## src/rtl/floppy_pkg.sv

```systemverilog
// rtl/floppy_pkg.sv - shared constants and state types for the Shugart STEP/DIR receiver
package floppy_pkg;

  localparam logic DIR_IN  = 1'b0;
  localparam logic DIR_OUT = 1'b1;

  localparam int MIN_PULSE_CYC_DEF = 50;
  localparam int ISSUE_GAP_CYC_DEF = 4;
  localparam int DEPTH_DEF         = 4;

  typedef enum logic [0:0] {
    R_IDLE = 1'b0,
    R_LOW  = 1'b1
  } rx_state_t;

  typedef enum logic [1:0] {
    I_IDLE  = 2'd0,
    I_SETUP = 2'd1,
    I_PULSE = 2'd2,
    I_HOLD  = 2'd3
  } issue_state_t;

endpackage

```

## src/rtl/step_dir_fifo.sv

```systemverilog
// rtl/step_dir_fifo.sv - 1-bit wide FIFO holding the direction of each queued step
module step_dir_fifo #(
  parameter int DEPTH = 4
) (
  input  logic                     clk,
  input  logic                     rst,
  input  logic                     push,
  input  logic                     push_data,
  input  logic                     pop,
  output logic                     head,
  output logic [$clog2(DEPTH):0]   count,
  output logic                     full,
  output logic                     empty
);

  localparam int AW = $clog2(DEPTH);
  localparam logic [AW:0] FULL_CNT = (AW + 1)'(DEPTH);

  logic [DEPTH-1:0] mem_q, mem_d;
  logic [AW-1:0]    wr_ptr_q, wr_ptr_d;
  logic [AW-1:0]    rd_ptr_q, rd_ptr_d;
  logic [AW:0]      count_q, count_d;
  logic             push_ok;
  logic             pop_ok;

  assign full  = (count_q == FULL_CNT);
  assign empty = (count_q == '0);
  assign head  = mem_q[rd_ptr_q];
  assign count = count_q;

  // A push into a full queue is only taken when the head leaves in the same cycle.
  assign push_ok = push & (~full | pop);
  assign pop_ok  = pop & ~empty;

  always_comb begin
    mem_d    = mem_q;
    wr_ptr_d = wr_ptr_q;
    rd_ptr_d = rd_ptr_q;
    count_d  = count_q;
    if (push_ok) begin
      mem_d[wr_ptr_q] = push_data;
      wr_ptr_d        = wr_ptr_q + 1'b1;
    end
    if (pop_ok) begin
      rd_ptr_d = rd_ptr_q + 1'b1;
    end
    case ({push_ok, pop_ok})
      2'b10:   count_d = count_q + 1'b1;
      2'b01:   count_d = count_q - 1'b1;
      default: count_d = count_q;
    endcase
  end

  always_ff @(posedge clk or negedge rst) begin
    if (!rst) begin
      mem_q    <= '0;
      wr_ptr_q <= '0;
      rd_ptr_q <= '0;
      count_q  <= '0;
    end else begin
      mem_q    <= mem_d;
      wr_ptr_q <= wr_ptr_d;
      rd_ptr_q <= rd_ptr_d;
      count_q  <= count_d;
    end
  end

endmodule

```

## src/rtl/shugart_step_rx.sv

```systemverilog
// rtl/shugart_step_rx.sv - STEP/DIR receiver: synchronise, qualify, queue and replay head steps
module shugart_step_rx
  import floppy_pkg::*;
#(
  parameter int MIN_PULSE_CYC = MIN_PULSE_CYC_DEF,
  parameter int ISSUE_GAP_CYC = ISSUE_GAP_CYC_DEF,
  parameter int DEPTH         = DEPTH_DEF
) (
  input  logic                   clk,
  input  logic                   rst,
  input  logic                   step_n,
  input  logic                   dir_n,
  input  logic                   sel_n,
  input  logic                   step_busy,
  input  logic                   clr_ovf,
  output logic                   step,
  output logic                   dir_sel,
  output logic [$clog2(DEPTH):0] pending,
  output logic                   overflow,
  output logic                   glitch
);

  localparam int CW = $clog2(MIN_PULSE_CYC + 1);
  localparam int HW = $clog2(ISSUE_GAP_CYC + 1);
  localparam logic [CW-1:0] MIN_CNT   = CW'(MIN_PULSE_CYC);
  localparam logic [HW-1:0] HOLD_LAST = HW'(ISSUE_GAP_CYC - 1);

  logic [1:0] step_s_q, step_s_d;
  logic [1:0] dir_s_q, dir_s_d;
  logic [1:0] sel_s_q, sel_s_d;
  logic       step_prev_q, step_prev_d;

  rx_state_t    rx_state_q, rx_state_d;
  logic [CW-1:0] low_cnt_q, low_cnt_d;
  logic          abort_q, abort_d;
  logic          dir_cap_q, dir_cap_d;
  logic          glitch_q, glitch_d;
  logic          overflow_q, overflow_d;

  issue_state_t  issue_q, issue_d;
  logic [HW-1:0] hold_q, hold_d;
  logic          dir_sel_q, dir_sel_d;
  logic          step_q, step_d;

  logic step_sync, step_fall, step_rise, selected;
  logic accept, pop, fifo_push;
  logic fifo_head, fifo_full, fifo_empty;
  logic [$clog2(DEPTH):0] fifo_count;

  assign step_s_d    = {step_s_q[0], step_n};
  assign dir_s_d     = {dir_s_q[0], dir_n};
  assign sel_s_d     = {sel_s_q[0], sel_n};
  assign step_prev_d = step_s_q[1];

  assign step_sync = step_s_q[1];
  assign step_fall = step_prev_q & ~step_sync;
  assign step_rise = ~step_prev_q & step_sync;
  assign selected  = ~sel_s_q[1];

  always_comb begin
    rx_state_d = rx_state_q;
    low_cnt_d  = low_cnt_q;
    abort_d    = abort_q;
    dir_cap_d  = dir_cap_q;
    accept     = 1'b0;
    glitch_d   = 1'b0;
    case (rx_state_q)
      R_IDLE: begin
        if (step_fall && selected) begin
          rx_state_d = R_LOW;
          low_cnt_d  = '0;
          abort_d    = 1'b0;
          dir_cap_d  = dir_s_q[1] ? DIR_OUT : DIR_IN;
        end
      end
      R_LOW: begin
        if (low_cnt_q != MIN_CNT) begin
          low_cnt_d = low_cnt_q + 1'b1;
        end
        if (!selected) begin
          abort_d = 1'b1;
        end
        if (step_rise) begin
          rx_state_d = R_IDLE;
          if (low_cnt_q == MIN_CNT && !abort_q && selected) begin
            accept = 1'b1;
          end else begin
            glitch_d = 1'b1;
          end
        end
      end
      default: rx_state_d = R_IDLE;
    endcase
  end

  // An accept that finds the queue still full after this cycle's pop is dropped.
  assign fifo_push = accept & (~fifo_full | pop);

  always_comb begin
    overflow_d = overflow_q;
    if (clr_ovf) begin
      overflow_d = 1'b0;
    end
    if (accept && fifo_full && !pop) begin
      overflow_d = 1'b1;
    end
  end

  always_comb begin
    issue_d   = issue_q;
    hold_d    = hold_q;
    dir_sel_d = dir_sel_q;
    step_d    = 1'b0;
    pop       = 1'b0;
    case (issue_q)
      I_IDLE: begin
        if (fifo_count != '0 && !step_busy) begin
          issue_d   = I_SETUP;
          dir_sel_d = fifo_head;
        end
      end
      I_SETUP: begin
        issue_d = I_PULSE;
        step_d  = 1'b1;
      end
      I_PULSE: begin
        issue_d = I_HOLD;
        pop     = 1'b1;
        hold_d  = '0;
      end
      I_HOLD: begin
        if (hold_q == HOLD_LAST) begin
          issue_d = I_IDLE;
        end else begin
          hold_d = hold_q + 1'b1;
        end
      end
      default: issue_d = I_IDLE;
    endcase
  end

  step_dir_fifo #(
    .DEPTH(DEPTH)
  ) u_fifo (
    .clk       (clk),
    .rst       (rst),
    .push      (fifo_push),
    .push_data (dir_cap_q),
    .pop       (pop),
    .head      (fifo_head),
    .count     (fifo_count),
    .full      (fifo_full),
    .empty     (fifo_empty)
  );

  // STEP synchroniser resets low so a pulse already in flight at reset release is never seen falling.
  always_ff @(posedge clk or negedge rst) begin
    if (!rst) begin
      step_s_q    <= 2'b00;
      dir_s_q     <= 2'b00;
      sel_s_q     <= 2'b11;
      step_prev_q <= 1'b0;
      rx_state_q  <= R_IDLE;
      low_cnt_q   <= '0;
      abort_q     <= 1'b0;
      dir_cap_q   <= DIR_IN;
      glitch_q    <= 1'b0;
      overflow_q  <= 1'b0;
      issue_q     <= I_IDLE;
      hold_q      <= '0;
      dir_sel_q   <= DIR_IN;
      step_q      <= 1'b0;
    end else begin
      step_s_q    <= step_s_d;
      dir_s_q     <= dir_s_d;
      sel_s_q     <= sel_s_d;
      step_prev_q <= step_prev_d;
      rx_state_q  <= rx_state_d;
      low_cnt_q   <= low_cnt_d;
      abort_q     <= abort_d;
      dir_cap_q   <= dir_cap_d;
      glitch_q    <= glitch_d;
      overflow_q  <= overflow_d;
      issue_q     <= issue_d;
      hold_q      <= hold_d;
      dir_sel_q   <= dir_sel_d;
      step_q      <= step_d;
    end
  end

  assign step     = step_q;
  assign dir_sel  = dir_sel_q;
  assign pending  = fifo_count;
  assign overflow = overflow_q;
  assign glitch   = glitch_q;

endmodule

```

## config.mk

```make
export PLATFORM = sky130hd
export DESIGN_NAME = shugart_step_rx
export DESIGN_NICKNAME = d
export VERILOG_FILES = /design/src/rtl/floppy_pkg.sv /design/src/rtl/step_dir_fifo.sv /design/src/rtl/shugart_step_rx.sv
export SDC_FILE = /design/constraint.sdc
export NUM_CORES = 1
export LEC_CHECK = 0
export BUFFER_PORTS_ARGS = -buffer_cell sky130_fd_sc_hd__buf_2
export CAP_MARGIN = 20
export CORE_MARGIN = 2
export CORE_UTILIZATION = 62
export DETAILED_ROUTE_END_ITERATION = 12
export GPL_TIMING_DRIVEN = 0
export PLACE_DENSITY_LB_ADDON = 0.3
export SYNTH_ARGS = -nofsm -noshare
export SYNTH_HDL_FRONTEND = slang
export SYNTH_SLANG_ARGS = --single-unit
```

## constraint.sdc

```tcl
create_clock -name clk -period 7.3 [get_ports clk]
set_input_delay 1.46 -clock clk [delete_from_list [all_inputs] [get_ports clk]]
set_output_delay 1.46 -clock clk [all_outputs]
set_load 0.03 [all_outputs]
```

Word-level counts from Yosys, hierarchy flattened
Cells that the tools add are included.
{"block": "word_totals", "ff_bits": 36, "latch_bits": 0, "ram_bits": 0, "mem_bits_ro": 0, "inputBits": 7, "wordCells": 107, "memories": 0}
{"block": "classes", "add_sub_neg": 6, "multipliers": 0, "n_div": 0, "magnitude_cmp": 3, "eq_ne": 15, "n_shift": 0, "mux": 31, "bitwise_logic": 12, "n_reduce_logical": 22}
{"cell": "$mux W1", "n": 17}
{"cell": "$mux W6", "n": 2}
{"cell": "$pmux W3 S2", "n": 2}
{"cell": "$pmux W6 S2", "n": 1}
{"cell": "$reduce_and A2 Y1", "n": 6}
{"cell": "$ne A2 B2 Y1 const B", "n": 5}
{"cell": "$pmux W2 S4", "n": 1}
{"cell": "$logic_and A1 B1 Y1", "n": 7}
{"cell": "$add A3 B1 Y3 const B", "n": 2}
{"cell": "$add A6 B1 Y6 const B", "n": 1}
{"cell": "$eq A2 B2 Y1 const B", "n": 3}
{"cell": "$eq A6 B6 Y1 const B", "n": 1}
{"cell": "$lt A2 B3 Y1 const B", "n": 2}
{"cell": "$ne A6 B6 Y1 const B", "n": 1}
{"cell": "$not A1 Y1", "n": 6}
{"cell": "$reduce_bool A2 Y1", "n": 3}
{"cell": "$and A1 B1 Y1", "n": 5}
{"cell": "$add A2 B1 Y2 const B", "n": 2}
{"cell": "$bwmux W4", "n": 1}
{"cell": "$eq A2 B1 Y1 const B", "n": 2}
{"cell": "$mux W2", "n": 2}
{"cell": "$pmux W1 S2", "n": 2}
{"cell": "$eq A3 B2 Y1 const B", "n": 1}
{"cell": "$eq A3 B3 Y1 const B", "n": 1}
{"cell": "other kinds (11)", "n": 13}

Longest topological paths before layout
{"block": "depth", "ltp_word": 10, "mapped_depth": 11, "ltp_nobuf": 11}

By module
Synthesis repeated with hierarchy kept, for this count alone.
{"block": "unflattened", "cells_unflattened": 146, "hier_area_um2": 1762.9}
{"mod": "shugart_step_rx", "n_inst": 1, "cells_per_inst": 96, "area_each_um2": 1144.8, "seq_area_each_um2": 628.1}
{"mod": "step_dir_fifo", "n_inst": 1, "cells_per_inst": 50, "area_each_um2": 618.1, "seq_area_each_um2": 275.3}

Least setup slack after synthesis
OpenSTA, ideal clock, no wires.
{"block": "synth_path", "path_type": "flip-flop to flip-flop", "from": "reg issue_q[0]", "to": "reg u_fifo.count_q[2], in the netlist u_fifo.count[2]", "setup_ns": 0.080, "t_arrival_ns": 2.344, "required_time_ns": 7.220, "slack_ns": 4.875, "stages_incl_launch_ff": 12, "path_buffers": 0, "period_less_slack_ns": 2.425, "cell_sequence": "dfrtp_1 -> inv_1 -> ha_1 -> nor4b_1 -> nor2_1 -> nand2_1 -> ha_1 -> inv_1 -> fa_1 -> xor2_1 -> nor2_1 -> xor2_1"}
{"block": "synth_via", "elab_chain_len": 7}
{"element": "start: declaration", "line": "shugart_step_rx.sv:40", "text": "issue_state_t issue_q, issue_d;"}
{"element": "start signal: assignment", "line": "shugart_step_rx.sv:184", "text": "issue_q <= issue_d;"}
{"element": "$eq A2 B2 Y1 *", "line": "shugart_step_rx.sv:115", "text": "case (issue_q)"}
{"element": "$mux W1 *", "line": "shugart_step_rx.sv:115"}
{"element": "$or A1 B1 Y1", "line": "step_dir_fifo.sv:32, shugart_step_rx.sv:97"}
{"element": "$and A1 B1 Y1", "line": "shugart_step_rx.sv:97", "text": "assign fifo_push = accept & (~fifo_full | pop);"}
{"element": "$and A1 B1 Y1", "line": "step_dir_fifo.sv:32", "text": "assign push_ok = push & (~full | pop);"}
{"element": "$eq A2 B1 Y1 / $eq A2 B2 Y1 (equally long branches)", "line": "step_dir_fifo.sv:47", "text": "case ({push_ok, pop_ok})"}
{"element": "$pmux W3 S2 / $reduce_bool A2 Y1 (equally long branches)"}
{"element": "end signal: assignment", "line": "step_dir_fifo.sv:64", "text": "count_q <= count_d;"}
{"element": "end: declaration", "line": "step_dir_fifo.sv:22", "text": "logic [AW:0] count_q, count_d;"}
Every way passes the cells marked *; elsewhere a longest branch is shown, timed or not.
A chain may end at the register's enable or synchronous reset.

Final worst setup path
Same ends and word-level chain as after synthesis.

==> out/metrics.yaml <==
run_status:
  outcome: "complete, no violations"
detailed_routing:
  firstDrtPassIters: 4
  routed-via-count: 1095
  ant_nets: 0
  drt_iter0_markers: 32
  routed_via_density: 5.64
  wl_um: 2880
  post_drt_wl_per_cell_um: 14.9
  drcViolationCount: 0
setup_path:
  startpoint_type_of_the_worst_setup_path: "flip-flop"
  buffers_inverters_on_critical_path: 2
  worst_setup_path_end_kind: "flip-flop"
  critical_path.cell_chain: "inv_1 > ha_1 > nor4b_1 > nor2_1 > nand2_1 > ha_1 > inv_1 > fa_1 > xor2_1 > nor2_1 > xor2_1"
  timing.critical_path.slowest_cell_delay_ns: 0.56
  worst_ep_required_time_ns: 7.58
  critPathArrivalTime_ns: 3.08
  timing.setup.critical_path_class: "reg2reg"
  critical_path.slowest_cell: "sky130_fd_sc_hd__nor4b_1"
  delay_heaviest_family_cp: "simple AND/OR/NAND/NOR gates"
  crit_fanout: 6
final_layout:
  layout.core_utilization_pct: 73.0
  layout-drive-gt1-share_pct: 18.3
  fin_nets: 184
  post-route-cell-area_sq_um: 1840
  antenna-diode-count: 0
  flow.area_growth_from_synthesis_pct: 10.1
sta:
  fmax_mhz: 357
  finalSetupViolCount: 0
  final_worst_path_period_need_ns: 2.80
  slew_at_the_pin_closest_to_its_max_slew_limit_ns: 0.781
  clock_tree_skew_after_final_layout_ns: 0.0107
  maxSlewHeadroom_pct: 47.9
  post-route-period-util_pct: 38.4
  hold_viol: 0
  slew_violations: 0
  rsz_0062_raised_after_global_routing: "false"
  tns_ns: 0
cts:
  cts.sinks: 36
  postCtsResizedCells: 0
  cts.reportedPaths.clkPinSlew_ns: 0.12
  worstSkewPairLatency_ns: 0.34
  cts_max_level: 2
  library_cell_used_as_clock_root_buffer: "sky130_fd_sc_hd__clkbuf_4"
  clock_tree_from_tritoncts: "yes"
  postCtsSetupRepairBufs: 0
  tritoncts_buffer_count: 5
  cts-root-to-sink-buffers: 2
  cts_hold_repair.buffers: 0
floorplan:
  start_util_pct: 66.3
  floorplan.die.height_um: 55.9
  core.rowCount: 18
  design.die.area_sq_um: 3130
  fp.dieW_um: 55.9
  ioPinCount: 14
  core_box_area_sq_um: 2520
placement:
  post_dp_cell_area_sq_um: 1770
  gpl_wtd_cong: 0.732
  dp_hpwl_um: 2080
  port-buffer-count: 13
pwr:
  irDropWorstVdd_uv: 219
  power.leakage_nw: 0.898
  powerDensity_nw_per_um2: 218
  report.power.total_uw: 401
yosys:
  most_frequent_cell_after_synthesis: "sky130_fd_sc_hd__dfrtp_1"
  syn_area_sq_um: 1670
  yosys_warnings: 0
  ys_top_cells_by_area: "sky130_fd_sc_hd__dfrtp_1 51%, sky130_fd_sc_hd__ha_1 9.7%, sky130_fd_sc_hd__dfstp_2 3.1%"
  synth.top_cell.area_share_pct: 50.9
  postSynth.asyncResetShare_pct: 100
  synth_enable_flop_cells: 0
  avgSynthCellArea_sq_um: 11.7
  yosysUniqueCellTypes: 30
  synthesis.instances: 143
  synth_nets: 164
  synth_common_cells: "34 x sky130_fd_sc_hd__dfrtp_1, 13 x sky130_fd_sc_hd__ha_1, 12 x sky130_fd_sc_hd__inv_1, 12 x sky130_fd_sc_hd__nand2_1, 11 x sky130_fd_sc_hd__nor2_1"
  synth_top_flop_cell: "sky130_fd_sc_hd__dfrtp_1"
  yosys_register_bits: 36
  yosys.area.top_type: "sky130_fd_sc_hd__dfrtp_1"
  ys_seq_area_share_pct: 54.0
grt:
  met3_usage_pct: 4.88
  grt.busiest_layer: "met2"
  grt_pass1_vias: 1139
  gr-usage-met1_pct: 26.7
  gr-usage-all-layers_pct: 21.5
  maximum_number_of_pins_on_one_net_before_global_route_repair: 37
  number_of_antenna_violations_at_the_first_check_in_global_routing: 0
  grt_pass1_wl_um: 5140
  total_congestion_overflow_after_global_routing: 0
  global_route.usage.met2_pct: 36.7
run:
  cap_violations: 0
hold_path:
  hp-class: "reg2reg"
-- report_power, final --
part           internal, mW  leakage, nW  switching [mW]
logic                0.0199        0.407          0.0266
clock network        0.0467       0.0305          0.0675
registers             0.218        0.460          0.0222
total                 0.284        0.898           0.116
-- routing by layer --
metal	vias to the layer above	wire length [um]
li1	527	-
met1	544	1220
met2	20	1520
met3	4	102
met4	0	40
met5	-	0
-- through the flow --
step                      hold WS, ns  setup WS [ns]  cells
after floorplan                 0.331           4.88    143
after global placement          0.332           4.63    186
after detailed placement        0.341           4.55    186
after CTS                       0.368           4.49    194
after global routing            0.372           4.25    194
final                           0.364           4.50    194
-- worst paths after layout --
check	startpoint	to	slack, ns	cells after the start
max in group asynchronous	rst	u_fifo.mem_q[2]	5.62	1
setup / recovery	issue_q[0]	u_fifo.count[2]	4.50	11
hold / removal	sel_s_q[0]	sel_s_q[1]	0.36	0
setup reg to reg	issue_q[0]	u_fifo.count[2]	4.50	11
hold reg to reg	sel_s_q[0]	sel_s_q[1]	0.36	0
min in group asynchronous	rst	dir_sel	1.19	1
-- kinds of logic (layout without fill, tap and decap cells) --
kind of cell	count (synthesis)	after routing	synth area share (%)
muxes	9	9	6.59
xor gates and xnor gates	9	9	4.72
and+or+nand+nor	45	45	14.7
adders and majority gates	14	14	10.9
AOI/OAI and AO/OA	18	18	6.36
DFF	36	36	54.0
buffers and inverters	12	33	2.69
-- layout by cell type (no fill, tap or decap), types with 2 or more instances in the layout --
cell	synthesis	routed
sky130_fd_sc_hd__o21ai_0	7	7
sky130_fd_sc_hd__dfstp_2	2	2
sky130_fd_sc_hd__buf_2	0	13
sky130_fd_sc_hd__xor2_1	6	6
sky130_fd_sc_hd__nand3_1	9	9
sky130_fd_sc_hd__mux2i_1	2	2
sky130_fd_sc_hd__ha_1	13	13
sky130_fd_sc_hd__nor3b_2	2	2
sky130_fd_sc_hd__xnor2_1	3	3
sky130_fd_sc_hd__nand2_1	12	12
sky130_fd_sc_hd__inv_1	12	12
sky130_fd_sc_hd__clkbuf_4	0	5
sky130_fd_sc_hd__dfrtp_1	34	34
sky130_fd_sc_hd__a22o_1	2	2
sky130_fd_sc_hd__mux2_1	4	4
sky130_fd_sc_hd__and3_1	2	2
sky130_fd_sc_hd__nor2_1	11	11
sky130_fd_sc_hd__mux2_2	2	2
sky130_fd_sc_hd__nand4_1	2	2
sky130_fd_sc_hd__clkinvlp_4	0	2
sky130_fd_sc_hd__a21oi_1	6	6
-- sequential cells by signal, indices dropped and copies added, names as in the netlist, 2 cells and up --
| register | flops |
|---|---|
| u_fifo.count | 3 |
| step_s_q | 2 |
| low_cnt_q | 6 |
| u_fifo.rd_ptr_q | 2 |
| dir_s_q | 2 |
| hold_q | 3 |
| u_fifo.mem_q | 4 |
| u_fifo.wr_ptr_q | 2 |
| sel_s_q | 2 |
| issue_q | 2 |
-- worst register-to-register path, delay by kind of cell (launching register included) --
kind,cells,cell delay (ns)
xor gates and xnor gates,2,0.30
adders and majority gates,3,0.80
buffers and inverters,2,0.15
DFF,1,0.42
and+or+nand+nor,4,1.05
-- area by class of cell --
type / count / area (sq um)
tap: 30 / 37.5
inverter: 12 / 45.0
fill: 179 / 682
clock inverter: 2 / 15.0
timing repair buffer: 13 / 65.1
multi-input combinational: 95 / 723
clock buffer: 6 / 51.3
sequential: 36 / 903
Note: power is estimated with default switching activity, not from simulation.
